--- src/rtl/plot_pkg.sv ---
// Shared types and constants for the plot sink: screen geometry, FIFO depth,
// the pixel record carried through the FIFO, the controller state encoding,
// and the shift-and-add framebuffer address helper.
package plot_pkg;

    localparam int unsigned SCREEN_W   = 160;
    localparam int unsigned SCREEN_H   = 120;
    localparam int unsigned FB_WORDS   = 19200;
    localparam int unsigned FIFO_DEPTH = 4;

    typedef struct packed {
        logic [7:0] x;
        logic [6:0] y;
        logic [2:0] colour;
    } pixel_t;

    typedef enum logic [1:0] {
        ST_RUN   = 2'd0,
        ST_CLEAR = 2'd1,
        ST_DONE  = 2'd2
    } state_t;

    // y*160 + x as (y<<7)+(y<<5)+x, kept to 15 bits so the result wraps.
    function automatic logic [14:0] pixel_addr(input logic [7:0] x, input logic [6:0] y);
        logic [14:0] y15;
        y15 = {8'd0, y};
        return (y15 << 7) + (y15 << 5) + {7'd0, x};
    endfunction

endpackage

--- src/rtl/plot_fifo.sv ---
// First-word-fall-through pixel FIFO. The head entry is visible on o_head
// whenever o_empty is low; a push on full or a pop on empty is ignored.
module plot_fifo
    import plot_pkg::*;
#(
    parameter int unsigned DEPTH = FIFO_DEPTH
) (
    input  logic   clk,
    input  logic   rst_n,
    input  logic   i_push,
    input  pixel_t i_data,
    input  logic   i_pop,
    output pixel_t o_head,
    output logic   o_full,
    output logic   o_empty
);

    localparam int unsigned PW = $clog2(DEPTH);

    pixel_t        r_mem [DEPTH];
    logic [PW-1:0] r_wr_ptr;
    logic [PW-1:0] r_rd_ptr;
    logic [PW:0]   r_count;
    logic          w_push;
    logic          w_pop;

    assign w_push  = i_push && !o_full;
    assign w_pop   = i_pop && !o_empty;
    assign o_full  = (r_count == (PW+1)'(DEPTH));
    assign o_empty = (r_count == (PW+1)'(0));
    assign o_head  = r_mem[r_rd_ptr];

    // Pointer and occupancy bookkeeping; simultaneous push and pop keeps the count.
    always_ff @(posedge clk) begin
        if (!rst_n) begin
            r_wr_ptr <= PW'(0);
            r_rd_ptr <= PW'(0);
            r_count  <= (PW+1)'(0);
        end else begin
            if (w_push) begin
                r_wr_ptr <= r_wr_ptr + PW'(1);
            end
            if (w_pop) begin
                r_rd_ptr <= r_rd_ptr + PW'(1);
            end
            case ({w_push, w_pop})
                2'b10:   r_count <= r_count + (PW+1)'(1);
                2'b01:   r_count <= r_count - (PW+1)'(1);
                default: r_count <= r_count;
            endcase
        end
    end

    // Storage write; contents need no reset because the pointers gate visibility.
    always_ff @(posedge clk) begin
        if (w_push) begin
            r_mem[r_wr_ptr] <= i_data;
        end
    end

endmodule

--- src/rtl/plot_sink.sv ---
// Pixel sink between a drawing engine and a 160x120 framebuffer. Buffers
// plotted pixels in a small FIFO and can fill the whole screen on request.
// Optional build macro PLOT_CLIP_EN discards off-screen pixels and counts them.
module plot_sink
    import plot_pkg::*;
(
    input  logic        clk,
    input  logic        rst_n,
    input  logic [7:0]  in_x,
    input  logic [6:0]  in_y,
    input  logic [2:0]  in_colour,
    input  logic        in_plot,
    output logic        in_ready,
    input  logic        clear_start,
    input  logic [2:0]  clear_colour,
    output logic        clear_done,
    output logic [14:0] fb_addr,
    output logic [2:0]  fb_wdata,
    output logic        fb_we,
    input  logic        fb_wready,
    output logic [7:0]  clip_count
);

    state_t      r_state;
    logic [14:0] r_fill_cnt;
    logic [2:0]  r_clear_colour;
    pixel_t      w_in_pixel;
    pixel_t      w_head;
    logic        w_full;
    logic        w_empty;
    logic        w_accept;
    logic        w_off;
    logic        w_push;
    logic        w_pop;
    logic        w_write_done;

    assign w_in_pixel   = '{x: in_x, y: in_y, colour: in_colour};
    assign w_accept     = in_plot && in_ready;
    assign w_push       = w_accept && !w_off;
    assign w_write_done = fb_we && fb_wready;
    assign w_pop        = (r_state == ST_RUN) && w_write_done;
    assign clear_done   = rst_n && (r_state == ST_DONE);

`ifdef PLOT_CLIP_EN
    logic [7:0] r_clip_count;

    assign w_off      = (in_x >= 8'(SCREEN_W)) || (in_y >= 7'(SCREEN_H));
    assign clip_count = r_clip_count;

    // Saturating count of accepted pixels that fall outside the screen.
    always_ff @(posedge clk) begin
        if (!rst_n) begin
            r_clip_count <= 8'd0;
        end else if (w_accept && w_off && (r_clip_count != 8'hFF)) begin
            r_clip_count <= r_clip_count + 8'd1;
        end
    end
`else
    assign w_off      = 1'b0;
    assign clip_count = 8'd0;
`endif

    plot_fifo #(
        .DEPTH (FIFO_DEPTH)
    ) u_fifo (
        .clk     (clk),
        .rst_n   (rst_n),
        .i_push  (w_push),
        .i_data  (w_in_pixel),
        .i_pop   (w_pop),
        .o_head  (w_head),
        .o_full  (w_full),
        .o_empty (w_empty)
    );

    // Handshake and framebuffer drive; everything is forced quiet while in reset.
    always_comb begin
        in_ready = 1'b0;
        fb_we    = 1'b0;
        fb_addr  = 15'd0;
        fb_wdata = 3'd0;
        if (!rst_n) begin
            in_ready = 1'b0;
        end else begin
            case (r_state)
                ST_RUN: begin
                    in_ready = !w_full && !clear_start;
                    fb_we    = !w_empty;
                    if (!w_empty) begin
                        fb_addr  = pixel_addr(w_head.x, w_head.y);
                        fb_wdata = w_head.colour;
                    end else begin
                        fb_addr  = 15'd0;
                    end
                end
                ST_CLEAR: begin
                    fb_we    = 1'b1;
                    fb_addr  = r_fill_cnt;
                    fb_wdata = r_clear_colour;
                end
                default: begin
                    fb_we    = 1'b0;
                end
            endcase
        end
    end

    // Controller: drain pending pixels, sweep the fill, then wait for the request to drop.
    always_ff @(posedge clk) begin
        if (!rst_n) begin
            r_state        <= ST_RUN;
            r_fill_cnt     <= 15'd0;
            r_clear_colour <= 3'd0;
        end else begin
            case (r_state)
                ST_RUN: begin
                    if (clear_start && w_empty) begin
                        r_state        <= ST_CLEAR;
                        r_clear_colour <= clear_colour;
                        r_fill_cnt     <= 15'd0;
                    end
                end
                ST_CLEAR: begin
                    if (w_write_done) begin
                        if (r_fill_cnt == 15'(FB_WORDS - 1)) begin
                            r_state    <= ST_DONE;
                            r_fill_cnt <= 15'd0;
                        end else begin
                            r_fill_cnt <= r_fill_cnt + 15'd1;
                        end
                    end
                end
                ST_DONE: begin
                    if (!clear_start) begin
                        r_state <= ST_RUN;
                    end
                end
                default: begin
                    r_state <= ST_RUN;
                end
            endcase
        end
    end

endmodule

--- config.mk ---
export PLATFORM = sky130hd
export DESIGN_NAME = plot_sink
export DESIGN_NICKNAME = d
export VERILOG_FILES = /design/src/rtl/plot_pkg.sv /design/src/rtl/plot_fifo.sv /design/src/rtl/plot_sink.sv
export SDC_FILE = /design/constraint.sdc
export NUM_CORES = 1
export LEC_CHECK = 0
export CORE_UTILIZATION = 51
export DETAILED_ROUTE_END_ITERATION = 12
export MAX_ROUTING_LAYER = met4
export PLACE_DENSITY = 0.87
export RECOVER_POWER = 50
export SYNTH_ARGS = -nofsm -noshare
export SYNTH_HDL_FRONTEND = slang
export SYNTH_SLANG_ARGS = --single-unit
--- constraint.sdc ---
create_clock -name clk -period 3.8 [get_ports clk]
set_clock_uncertainty 0.2 [all_clocks]
set_input_delay 0.76 -clock clk [delete_from_list [all_inputs] [get_ports clk]]
set_output_delay 0.76 -clock clk [all_outputs]
set_load 0.02 [all_outputs]
==> run metrics, run 1 <==
share of the synthesized area in the top cell type=44.1%; global-route wire length before repair=around 16000 um; clock latency on the worst-skew pair=360 ps; FILL cells=approximately 700; critical path launch point type=flip-flop; measured slew at the worst slew-check pin=1010 ps; antenna-violating nets left=0; Distinct cells, synth=60; grt met3 use=3.41%; Clk pin slew, worst setup/hold paths=100 ps; post-detail-place hpwl=7040 um; WHS Path Cells=1; Port Buffers=46; max cap viols=0; final critical-path required period=4150 ps; register bit count reported by yosys=roughly 100; GRT Max-Usage Layer=met2; aggregate global-route resource usage=22.3%; Critical Path Sink Type=output port; Final Non-Filler Cells=around 580; Core ar.=9280 sq um; Gate Count Post-Synth=about 370; Placer Congestion=between 0.8 and 0.9; register area=2750 sq um; Post-Syn Area=4910 sq um; CTS sink cnt=101; post-layout util=about two thirds; via count=between 3000 and 4000; Max Transition Viols Final=0; Die X=100 um; Leak=between 2 and 2.5 nW; Detailed Route Iter0 Violations=242; final hold viol count=0; Tcrit/Tclk final=109%; drt first pass iters=4; VDD IR max=254 uV; wire per inst=18.0 um; total wire length=between 10000 and 15000 um; H-tree depth=3; Crit Path Max Fanout=5; vias in the first global route=3360; pre-CTS setup slack=-493 ps; Bufs on Longest Clock Path=2; num ports=55; R2R depth=5; Main synth FF type=edfxtp_1; met1 GRT Util=25.8%; power per cell area=357 nW/um^2; CTS tree=yes; Synth Warn #=0; met2 usage=about two fifths; Synth async-reset ratio=0%; Worst slew margin=~33%; CTS buffer count=9; share of cells above drive strength 1=23.3%; setup ws final=-354 ps; Worst EP required=2840 ps; Die Y=~100 um; failing checks=setup timing; Multi-input gate area=2130 sq um; Fin Hold WS=~260 ps; dpl cells=about 560; antenna cells=0; register area share after synthesis=55.9%; Layout area overhead=22.7%; HP Class=reg2reg; status=finished with violations; Synth area leader=edfxtp_1; Initial Util=52.8%; placed inst area=5660 sq um; pin count of the biggest net entering global routing=33; initial antenna violation count=0; total gr overflow=0; via-per-instance ratio=5.83; final setup vio count=7; row count=35; root buffer cell=clkbuf_8; top achievable clock speed=between 0.2 and 0.25 GHz; nets=490; Avg Synthesized Cell Area=13.2 sq um; top cells by area, synth=edfxtp_1 44%, dfxtp_1 12%, mux4_2 5.5%; Setup CP Type=reg2out; Post-synth EDFFs=72; drt drc=0; Data arrival, critical path=3190 ps; Final Instance Area=roughly 6000 sq um; RSZ-0062 raised after global routing=yes; die area=10000 sq um
per-layer routing:
metal / up-vias / wire (um)
met5: - / 0
met4: 0 / 308
met3: 23 / 483
met2: 110 / 5440
met1: 1669 / 4140
li1: 1555 / -
final timing paths:
path / to / slack (ps) / from
worst min register to register: flip-flop / 260 / u_fifo.r_rd_ptr[1]
worst min-delay path: flip-flop / 260 / u_fifo.r_rd_ptr[1]
worst max register to register: r_fill_cnt[13] / 1160 / r_fill_cnt[0]
worst max-delay path: fb_addr[13] / -350 / flip-flop
what timing repair did:
item	CTS	global route
hold buffers	0	0
gates cloned	0	0
endpoints found under the setup margin	9	10
pin swaps	11	7
resized for setup	72	15
buffers inserted	0	2
flip-flops by register name, summed over array words and instances (netlist names), named ones only:
signal	flops
r_fill_cnt	15
u_fifo.r_mem	72
u_fifo.r_wr_ptr	2
r_state	2
u_fifo.r_count	3
u_fifo.r_rd_ptr	2
r_clear_colour	3
where the power goes:
part	total, mW	internal (mW)	switching (mW)	leakage [nW]
Combinational	0.266	0.123	0.142	1.07
Sequential	1.20	1.19	0.0129	0.885
Clock	0.679	0.312	0.366	0.0954
Total	2.15	1.63	0.521	2.05
Yosys cell counts (3+ instances only):
cell type and n:
edfxtp_1 72, dfxtp_1 29, ha_1 19, a21oi_1 17, nand2_1 15, nor2_1 15
inv_1 14, o21ai_0 13, and2_1 12, mux4_2 12, nand3_1 11, nor2b_1 11
a22oi_1 10, clkbuf_1 9, buf_4 8, buf_2 7, o31ai_1 7, or3_1 7
or4_1 7, mux4_1 6, mux2i_1 5, nand4_1 5, xnor2_1 5, a32oi_1 3
and3b_1 3, fa_1 3, nand2b_1 3, xor2_1 3
through the flow:
stage          power [mW]  TNS [ps]
2_1_floorplan        1.37     -83.9
3_3_place_gp         1.45     -2460
3_5_place_dp         1.46     -2870
4_1_cts              2.15     -1550
5_1_grt              2.22     -2320
6_report             2.15     -1670
worst max-delay path, stage by stage, from the launching register on:
cell and delay (ps):
dfxtp_2 360, buf_6 130, mux4_2 550, ha_1 380
ha_4 330, o211ai_1 120, o211a_1 270, or4_4 490
nand3_2 100, buf_6 110
placed cells by master (no fill, tap or decap), types with 9 or more instances in the layout:
cell	Yosys	final
a21oi_1	17	15
nand3_1	11	10
dfxtp_1	29	27
buf_6	2	9
a22oi_1	10	10
clkbuf_8	0	9
dlygate4sd3_1	0	20
nand2_1	15	15
buf_4	8	29
inv_1	14	9
edfxtp_1	72	72
ha_1	19	12
mux4_2	12	12
clkdlybuf4s50_1	0	17
nor2b_1	11	10
nor2_1	15	15
final cells by class:
type,count,share of cell area (%)
well taps,129,2.68
multi-input cells,236,35.4
clock inverters,6,1.18
repair buffers,80,12.1
clock buffers,10,2.12
flip-flops and latches,101,45.6
inverters,14,0.873
logic make-up (layout without fill, tap and decap cells):
logic type      Yosys count  after routing  synth area share [%]
buf+inv                  41            110                  4.23
mux                      23             23                  9.74
compound gates           70             70                  9.69
simple gates            105            105                  12.9
other cells               1              8                0.0764
flops                   101            101                  55.9
xor+xnor                  8              8                  1.43
fa+ha+maj                22             22                  6.07
Power figures use the tool's default switching activity.
==> run 2: changes to the inputs <==
--- a/config.mk
+++ b/config.mk
@@ -5,7 +5,9 @@
 export SDC_FILE = /design/constraint.sdc
 export NUM_CORES = 1
 export LEC_CHECK = 0
-export CORE_UTILIZATION = 51
+export CELL_PAD_IN_SITES_DETAIL_PLACEMENT = 1
+export CELL_PAD_IN_SITES_GLOBAL_PLACEMENT = 1
+export CORE_UTILIZATION = 42
 export DETAILED_ROUTE_END_ITERATION = 12
 export MAX_ROUTING_LAYER = met4
 export PLACE_DENSITY = 0.87
==> run 2 against run 1 <==
The run still ends with setup timing left. Hold slack improved by 28 ps. Fmax shrank 1.5%. Combinational power rose by 9.4%. Via count rose by 6.0%. Largest power group unchanged. Utilization fell by 10 points. First-iteration DRC count rose by 28%. Global-route usage up 3.7 points. Sequential cell count stayed put. Highest routed layer unchanged. Worst setup slack lost 65 ps.
==> run metrics, run 2 (synthesized netlist as in run 1, its figures left out) <==
status=finished with violations; failing checks=setup timing; Detailed Route Iter0 Violations=309 (+28%); via count=3559 (+6.0%); CTS tree=yes; wire per inst=24.1 um (+34%); Top delay family on crit path=adder cells; Die Y=110 um (+10%); num ports=55 (unchanged); number of flip-flops in the largest register=72 (unchanged); root buffer cell=clkbuf_16; total wire length=14300 um (+38%); placed inst area=5690 sq um (+0.44%); critical path launch point type=flip-flop; Clk pin slew, worst setup/hold paths=70 ps (-30 ps); Final Instance Area=6220 sq um (+3.3%); power per cell area=383 nW/um^2 (+7.3%); final critical-path required period=4220 ps (+65.1 ps); Critical Path Sink Type=output port; most frequent cells in the layout=72 x edfxtp_1, 35 x buf_4, 27 x dfxtp_1; Power Total=2.38 mW (+11%); final setup vio count=18 (+11); WP buf/inv=4 (+2); clock latency on the worst-skew pair=350 ps (about the same); Crit Path Max Fanout=5 (unchanged); FILL cells=1143 (+64%); max incr delay on CP=610 ps (+60 ps); drt drc=0 (unchanged); Port Buffers=46 (unchanged); Bufs on Longest Clock Path=2 (unchanged); die area=12100 sq um (+21%); Regs by FF count=u_fifo.r_mem (72), r_fill_cnt (15); Max Transition Viols Final=0 (unchanged); measured slew at the worst slew-check pin=1160 ps (+146 ps); crit-path cells=buf_12 > mux4_2 > inv_2 > fa_2 > inv_2 > ha_4 > a211oi_2 > o211a_1 > or4_4 > nand3_4 > buf_6; Multi-input gate area=2190 sq um (+2.6%); Tcrit/Tclk final=111% (+1.7 points); Setup CP Type=reg2out; register area=2750 sq um (about the same); HP Class=reg2reg; global-route wire length before repair=21900 um (+33%); VDD IR max=334 uV (+31%); max cap viols=0 (unchanged); H-tree depth=3 (unchanged); Die X=110 um (+10%); setup ws final=-419 ps (-65.1 ps); total gr overflow=0 (unchanged); most common cell after layout, fill and taps aside=edfxtp_1; RSZ-0062 raised after global routing=yes; antenna-violating nets left=0 (unchanged); aggregate global-route resource usage=26.0% (+3.7 points); CTS sink cnt=101 (unchanged); via-per-instance ratio=6.00 (+3.0%); Placer Congestion=0.850 (-0.32%); Worst EP required=2840 ps (about the same); share of cells above drive strength 1=24.7% (+1.4 points); nets=493 (+0.61%); Initial Util=43.0% (-9.9 points); Data arrival, critical path=3260 ps (+70 ps); final hold viol count=0 (unchanged); CTS buffer count=9 (unchanged); post-detail-place hpwl=9130 um (+30%); Core ar.=11400 sq um (+23%); antenna cells=0 (unchanged); pin count of the biggest net entering global routing=23 (-30%); vias in the first global route=3848 (+15%); initial antenna violation count=0 (unchanged); Biggest register=u_fifo.r_mem; Worst slew margin=22.9% (-9.8 points); most frequent cell on the critical path=inv_2; Leak=2.12 nW (+3.5%); Crit-path slowest cell=fa_2; row count=39 (+11%); drt first pass iters=5 (+1); top achievable clock speed=0.237 GHz (-1.5%); Layout area overhead=26.8%
## run 2: cell count changes in the layout (fill, tap and decap cells not counted), moves of 3 or more
cell and delta:
clkbuf_16 +9, clkbuf_8 -9, buf_4 +6, buf_6 -4, ha_4 +4, ha_1 -3
## run 2: timing repair
item                       4_1_cts  5_1_grt
setup buffers                    2        1
pin swaps                       14       10
hold buffers                     0        0
gates resized for setup         81       12
gates cloned                     1        0
setup endpoints to repair       10        9
## run 2: path summary, 6_finish.rpt
| path | from | endpoint | slack, ps | cells past startpoint |
|---|---|---|---|---|
| worst max-delay path | flip-flop | fb_addr[13] | -420 | 11 |
| worst min-delay path | u_fifo.r_rd_ptr[1] | flip-flop | 290 | 1 |
| worst max register to register | r_fill_cnt[1] | r_fill_cnt[13] | 900 | 5 |
| worst min register to register | u_fifo.r_rd_ptr[1] | flip-flop | 290 | 1 |
## run 2: final cells by class
cell class / instances / area share [%]
tap: 143 / 2.88
multi-input combinational: 236 / 35.2
sequential: 101 / 44.2
inverter: 14 / 0.845
timing repair buffer: 83 / 12.4
clock inverter: 6 / 0.865
clock buffer: 10 / 3.68
## run 2: worst register-to-register path, cell delays in order (launching register included)
cell and delay, ps:
dfxtp_1 490, ha_1 250, or4b_4 470, nor4_1 730
o22a_2 450, o21ba_2 210
## run 2: power breakdown
group | total (mW) | switching [mW] | internal (mW)
clock | 0.886 | 0.429 | 0.456
sequential | 1.21 | 0.0144 | 1.19
combinational | 0.291 | 0.160 | 0.131
total | 2.38 | 0.604 | 1.78
## run 2: routing by layer
layer | track usage, % | share of wire, % | up-vias
met3 | 4.41 | 4.3 | 55
met2 | 42.9 | 51 | 147
met4 | 16.1 | 5.1 | 0
li1 | - | - | 1559
met1 | 29.6 | 40 | 1798
met5 | - | 0 | -
## run 2: metrics by stage
stage	util (%)	hold slack, ps	setup TNS, ps	std cells	worst slack (ps)
after floorplan	-	227	-83.9	378	-83.9
after global placement	49.8	246	-3140	573	-528
after detailed placement	49.8	279	-3860	573	-613
after CTS	54.0	296	-2190	592	-401
after global routing	54.5	315	-5700	593	-477
final	54.5	292	-4510	593	-419
